File: config.mk
export PLATFORM = sky130hd
export DESIGN_NAME = alu_issue_scheduler
export DESIGN_NICKNAME = d
export VERILOG_FILES = /design/src/rtl/alu_issue_scheduler.sv
export SDC_FILE = /design/constraint.sdc
export NUM_CORES = 1
export LEC_CHECK = 0
export ABC_AREA = 1
export CAP_MARGIN = 20
export CORE_MARGIN = 2
export CORE_UTILIZATION = 35
export CTS_BUF_LIST = sky130_fd_sc_hd__clkbuf_8
export DETAILED_ROUTE_END_ITERATION = 6
export GPL_TIMING_DRIVEN = 0
export HOLD_SLACK_MARGIN = 0.02
export PLACE_DENSITY_LB_ADDON = 0.3
export SETUP_SLACK_MARGIN = 0.4
export SLEW_MARGIN = 20
export SYNTH_ARGS = -nofsm -noshare
export SYNTH_HDL_FRONTEND = slang
export SYNTH_SLANG_ARGS = --single-unit
File: constraint.sdc
create_clock -name clk_i -period 3.3 [get_ports clk_i]
set_clock_uncertainty 0.1 [all_clocks]
set_input_delay 0.66 -clock clk_i [delete_from_list [all_inputs] [get_ports clk_i]]
set_output_delay 0.66 -clock clk_i [all_outputs]
set_load 0.03 [all_outputs]
File: src/rtl/alu_issue_scheduler.sv
`default_nettype none
// ============================================================================
// Module  : alu_issue_scheduler
// Purpose : Round-robin, RAW-aware issue of NUM_REQ warps onto one shared,
//           fixed-latency ALU (execute stage 1, writeback stage 2).
//           Optional macro ALU_WB_BYPASS_EN: writeback forwarding, so only
//           stage-1 matches block issue.
// Revision: 1.0
// ============================================================================
module alu_issue_scheduler #(
    parameter int WIDTH   = 32,
    parameter int NUM_REQ = 4,
    parameter int ID_W    = $clog2(NUM_REQ)
) (
    input  logic                     clk_i,
    input  logic                     rst_ni,
    input  logic [NUM_REQ-1:0]       req_valid_i,
    input  logic [NUM_REQ*WIDTH-1:0] req_instr_i,
    output logic [NUM_REQ-1:0]       req_ready_o,
    input  logic                     alu_en_i,
    output logic                     alu_valid_o,
    output logic [WIDTH-1:0]         alu_instr_o,
    output logic [ID_W-1:0]          alu_req_id_o,
    output logic                     wb_valid_o,
    output logic [5:0]               wb_dest_o,
    output logic [ID_W-1:0]          wb_req_id_o,
    output logic                     hazard_stall_o
);

    logic               v1_q, v1_d;
    logic [WIDTH-1:0]   instr1_q, instr1_d;
    logic [ID_W-1:0]    id1_q, id1_d;
    logic [5:0]         dest1_q, dest1_d;
    logic               v2_q;
    logic [5:0]         dest2_q;
    logic [ID_W-1:0]    id2_q;
    logic [ID_W-1:0]    rr_ptr_q, rr_ptr_d;

    logic [NUM_REQ-1:0] hazard_w;
    logic [NUM_REQ-1:0] eligible_w;
    logic [NUM_REQ-1:0] grant_w;
    logic               grant_found_w;
    logic [ID_W-1:0]    grant_id_w;
    logic [ID_W-1:0]    idx_w;

    generate
        for (genvar gi = 0; gi < NUM_REQ; gi++) begin : g_req
            logic [5:0] src1_w;
            logic [5:0] src2_w;
            logic       s1_hit_w;
            logic       s2_hit_w;

            assign src1_w   = {1'b0, req_instr_i[gi*WIDTH+14 +: 5]};
            assign src2_w   = {1'b1, req_instr_i[gi*WIDTH+19 +: 5]};
            // Only the requester's own in-flight results can conflict: banks are private.
            assign s1_hit_w = v1_q && (id1_q == ID_W'(gi)) &&
                              ((dest1_q == src1_w) || (dest1_q == src2_w));
`ifdef ALU_WB_BYPASS_EN
            assign s2_hit_w = 1'b0;
`else
            assign s2_hit_w = v2_q && (id2_q == ID_W'(gi)) &&
                              ((dest2_q == src1_w) || (dest2_q == src2_w));
`endif
            assign hazard_w[gi] = s1_hit_w || s2_hit_w;
        end
    endgenerate

    // Reset gating keeps the combinational grant silent while rst_ni is low.
    assign eligible_w = req_valid_i & ~hazard_w & {NUM_REQ{alu_en_i & rst_ni}};

    always_comb begin
        grant_found_w = 1'b0;
        grant_id_w    = rr_ptr_q;
        idx_w         = '0;
        for (int off = 0; off < NUM_REQ; off++) begin
            idx_w = rr_ptr_q + ID_W'(off);
            if (!grant_found_w && eligible_w[idx_w]) begin
                grant_found_w = 1'b1;
                grant_id_w    = idx_w;
            end
        end
    end

    assign grant_w = grant_found_w ? ({{(NUM_REQ-1){1'b0}}, 1'b1} << grant_id_w)
                                   : '0;

    always_comb begin
        v1_d     = grant_found_w;
        instr1_d = instr1_q;
        id1_d    = id1_q;
        dest1_d  = dest1_q;
        rr_ptr_d = rr_ptr_q;
        if (grant_found_w) begin
            instr1_d = req_instr_i[grant_id_w*WIDTH +: WIDTH];
            id1_d    = grant_id_w;
            dest1_d  = instr1_d[14:9];
            rr_ptr_d = grant_id_w + ID_W'(1);
        end
    end

    always_ff @(posedge clk_i or negedge rst_ni) begin
        if (!rst_ni) begin
            v1_q     <= 1'b0;
            instr1_q <= '0;
            id1_q    <= '0;
            dest1_q  <= '0;
            v2_q     <= 1'b0;
            dest2_q  <= '0;
            id2_q    <= '0;
            rr_ptr_q <= '0;
        end else begin
            v1_q     <= v1_d;
            instr1_q <= instr1_d;
            id1_q    <= id1_d;
            dest1_q  <= dest1_d;
            v2_q     <= v1_q;
            dest2_q  <= dest1_q;
            id2_q    <= id1_q;
            rr_ptr_q <= rr_ptr_d;
        end
    end

    assign req_ready_o    = grant_w;
    assign alu_valid_o    = v1_q;
    assign alu_instr_o    = instr1_q;
    assign alu_req_id_o   = id1_q;
    assign wb_valid_o     = v2_q;
    assign wb_dest_o      = dest2_q;
    assign wb_req_id_o    = id2_q;
    assign hazard_stall_o = |(req_valid_i & hazard_w);

endmodule
`default_nettype wire

==> results_dict.tcl <==
set metrics [dict create \
    design_area_um2 8040 \
    avgSynthCellArea_um2 5.36 \
    layout_common_cells "nand2_1 (464), clkdlybuf4s50_1 (137), nand3_1 (82)" \
    placed_area_um2 7070 \
    nFillCells 1400 \
    die_area_um2 14900 \
    grt_max_degree 48 \
    cts-root-buf "clkbuf_8" \
    clock_sinks 46 \
    worst_ep_required_time_ps 2540 \
    finalCritPeriodShare_pct 113 \
    hold-worst-slack_ps 101 \
    ys_types 26 \
    io_buffers 183 \
    wl_um 19900 \
    num_rows 43 \
    wl_per_cell_um 15.1 \
    die_height_um 122 \
    min_path_type "in2async" \
    antenna_cells 0 \
    critPathLaunchType "flip-flop" \
    drive_above_1_share_pct 21.3 \
    path_buf_inv 6 \
    status "finished with violations" \
    h-tree-depth 2 \
    pin_count 184 \
    slowest_delay_ps 440 \
    crit_slowest_cell "dfrtp_2" \
    worstSetupPathType "reg2out" \
    cap_viol_max_count 0 \
    clkTransAtPathRegs_ps 80 \
    timing.final.ws_setup_ps -419 \
    nNetsFinal 1277 \
    final_common_cell "nand2_1" \
    path_max_fanout 6 \
    worstSkewPairLatency_ps 310 \
    rsz0062_at_grt "true" \
    layout_min_cycle_time_ps 3720 \
    synth_seq_cells 46 \
    hpwl_um 14500 \
    relSlewSlack_pct 74.6 \
    fin_util_pct 58.4 \
    drtIter0Drc 444 \
    viasPerCell 4.90 \
    violations "negative setup slack" \
    drv_slew 0 \
    path_cells "inv_2 > buf_6 > nand2_2 > nand2_1 > nor2_1 > nand3_1 > nand2_2 > nand2_2 > nand4_1 > nand3_1 > nand2_2 > inv_4 > nor2_8 > nand2_2 > nand2_2 > nand2_2 > nand2_2 > nand2_4 > buf_8 > ha_4 > inv_2 > nor2_4 > buf_6" \
    die_x_um 122 \
    path_common_cell "nand2_2" \
    start_util_pct 35.4 \
    syn_to_final_growth_pct 64.7 \
    cts-hold-fix-buffers 0 \
    yosysSeqAreaShare_pct 23.6 \
    synth_cells 910 \
    grt_pass1_wl_um 30700 \
    core-area_um2 13800 \
    dp_slack_ps -1470 \
    critPathArrivalTime_ps 2960 \
    finalSetupViolCount 4 \
    synth_nets 1049 \
    max_freq_mhz 269 \
    path_delay_family "simple AND/OR/NAND/NOR gates" \
    globalRouteOverflowTotal 0 \
    grt_pass1_vias 5935 \
    ant_nets 0 \
    drtPass1Iterations 5 \
    worst_slew_pin_slew_ps 379 \
    grtUsageTotal_pct 26.7 \
    synth.yosys.warnings 0 \
    tritoncts "yes" \
    cts_buffer_depth 2 \
    hold_violations 0 \
    gp_congestion 0.957 \
    cp-end-kind "primary output" \
    cts_made_buffers 5 \
    antenna_found_initial 0 \
    netlist_area_um2 4880 \
    vias 6464 \
    drc 0 \
]
[layout make-up]
cell class / instances / area [um^2] / area share (%)
Clock buffer: 5 / 68.8 / 0.856
Multi-Input combinational cell: 752 / 3480 / 43.2
Buffer: 44 / 503 / 6.26
Tap cell: 180 / 225 / 2.80
Inverter: 68 / 300 / 3.74
Sequential cell: 46 / 1160 / 14.5
Timing Repair Buffer: 221 / 2260 / 28.2
Clock inverter: 3 / 37.5 / 0.467
[routing by layer]
layer / vias up / global-route usage [%] / part of all wire, %
met3: 43 / 5.29 / 8.7
met1: 2881 / 35.1 / 41
met2: 293 / 44.1 / 47
met5: - / 0 / 0
li1: 3247 / - / -
met4: 0 / 8.76 / 3.1
[repair_timing]
| item | 4_1_cts | 5_1_grt |
|---|---|---|
| endpoints found under the setup margin | 41 | 41 |
| resized for setup | 241 | 62 |
| gates cloned | 5 | 2 |
| setup buffers | 26 | 5 |
| pin swaps | 52 | 31 |
[cells in the mapped netlist, drive strengths merged]
master	count	area, um^2
nand2	523	1990
nand3	95	498
nor2	73	298
inv	68	255
dfrtp	46	1150
buf	40	293
o21ai	27	135
nor3	8	40.0
xor2	8	70.1
a21oi	7	35.0
clkbuf	4	15.0
ha	4	50.1
nand4	4	25.0
o21bai	1	7.51
or4	1	7.51
xnor2	1	8.76
[state kept, by name (all words and copies together), names as in the netlist]
name / flops
alu_instr_o: 32
wb_req_id_o: 2
wb_dest_o: 6
rr_ptr_q: 2
alu_req_id_o: 2
alu_valid_o: 1
wb_valid_o: 1
[final timing paths]
| path | cells past startpoint | slack [ps] | endpoint | start |
|---|---|---|---|---|
| max | 23 | -420 | req_ready_o[2] | alu_instr_o[13] |
| min | 1 | 100 | alu_instr_o[8] | rst_ni |
| max reg2reg | 25 | 210 | alu_instr_o[17] | alu_instr_o[13] |
| min reg2reg | 0 | 320 | wb_valid_o | alu_valid_o |
| max in group asynchronous | 1 | 2750 | wb_dest_o[4] | rst_ni |
| min in group clk_i | 0 | 320 | wb_valid_o | alu_valid_o |
[kinds of logic (layout without fill, tap and decap cells)]
| logic type | after synthesis | in the layout | share of synthesized area (%) |
|---|---|---|---|
| and+or+nand+nor | 704 | 704 | 58.6 |
| AOI/OAI and AO/OA | 35 | 35 | 3.64 |
| xor gates and xnor gates | 9 | 9 | 1.62 |
| adders and majority gates | 4 | 4 | 1.03 |
| buffers and inverters | 112 | 341 | 11.5 |
| DFF | 46 | 46 | 23.6 |
[metrics by stage]
step | std cells | setup TNS (ps)
6_report | 1319 | -1630
5_1_grt | 1319 | -2170
4_1_cts | 1312 | -1390
3_5_place_dp | 1273 | -16620
3_3_place_gp | 1273 | -89080
2_1_floorplan | 910 | 0
Power is left out: the tool's default activity adds up to more than one toggle a clock period on the data nets, which glitch-free logic cannot reach.
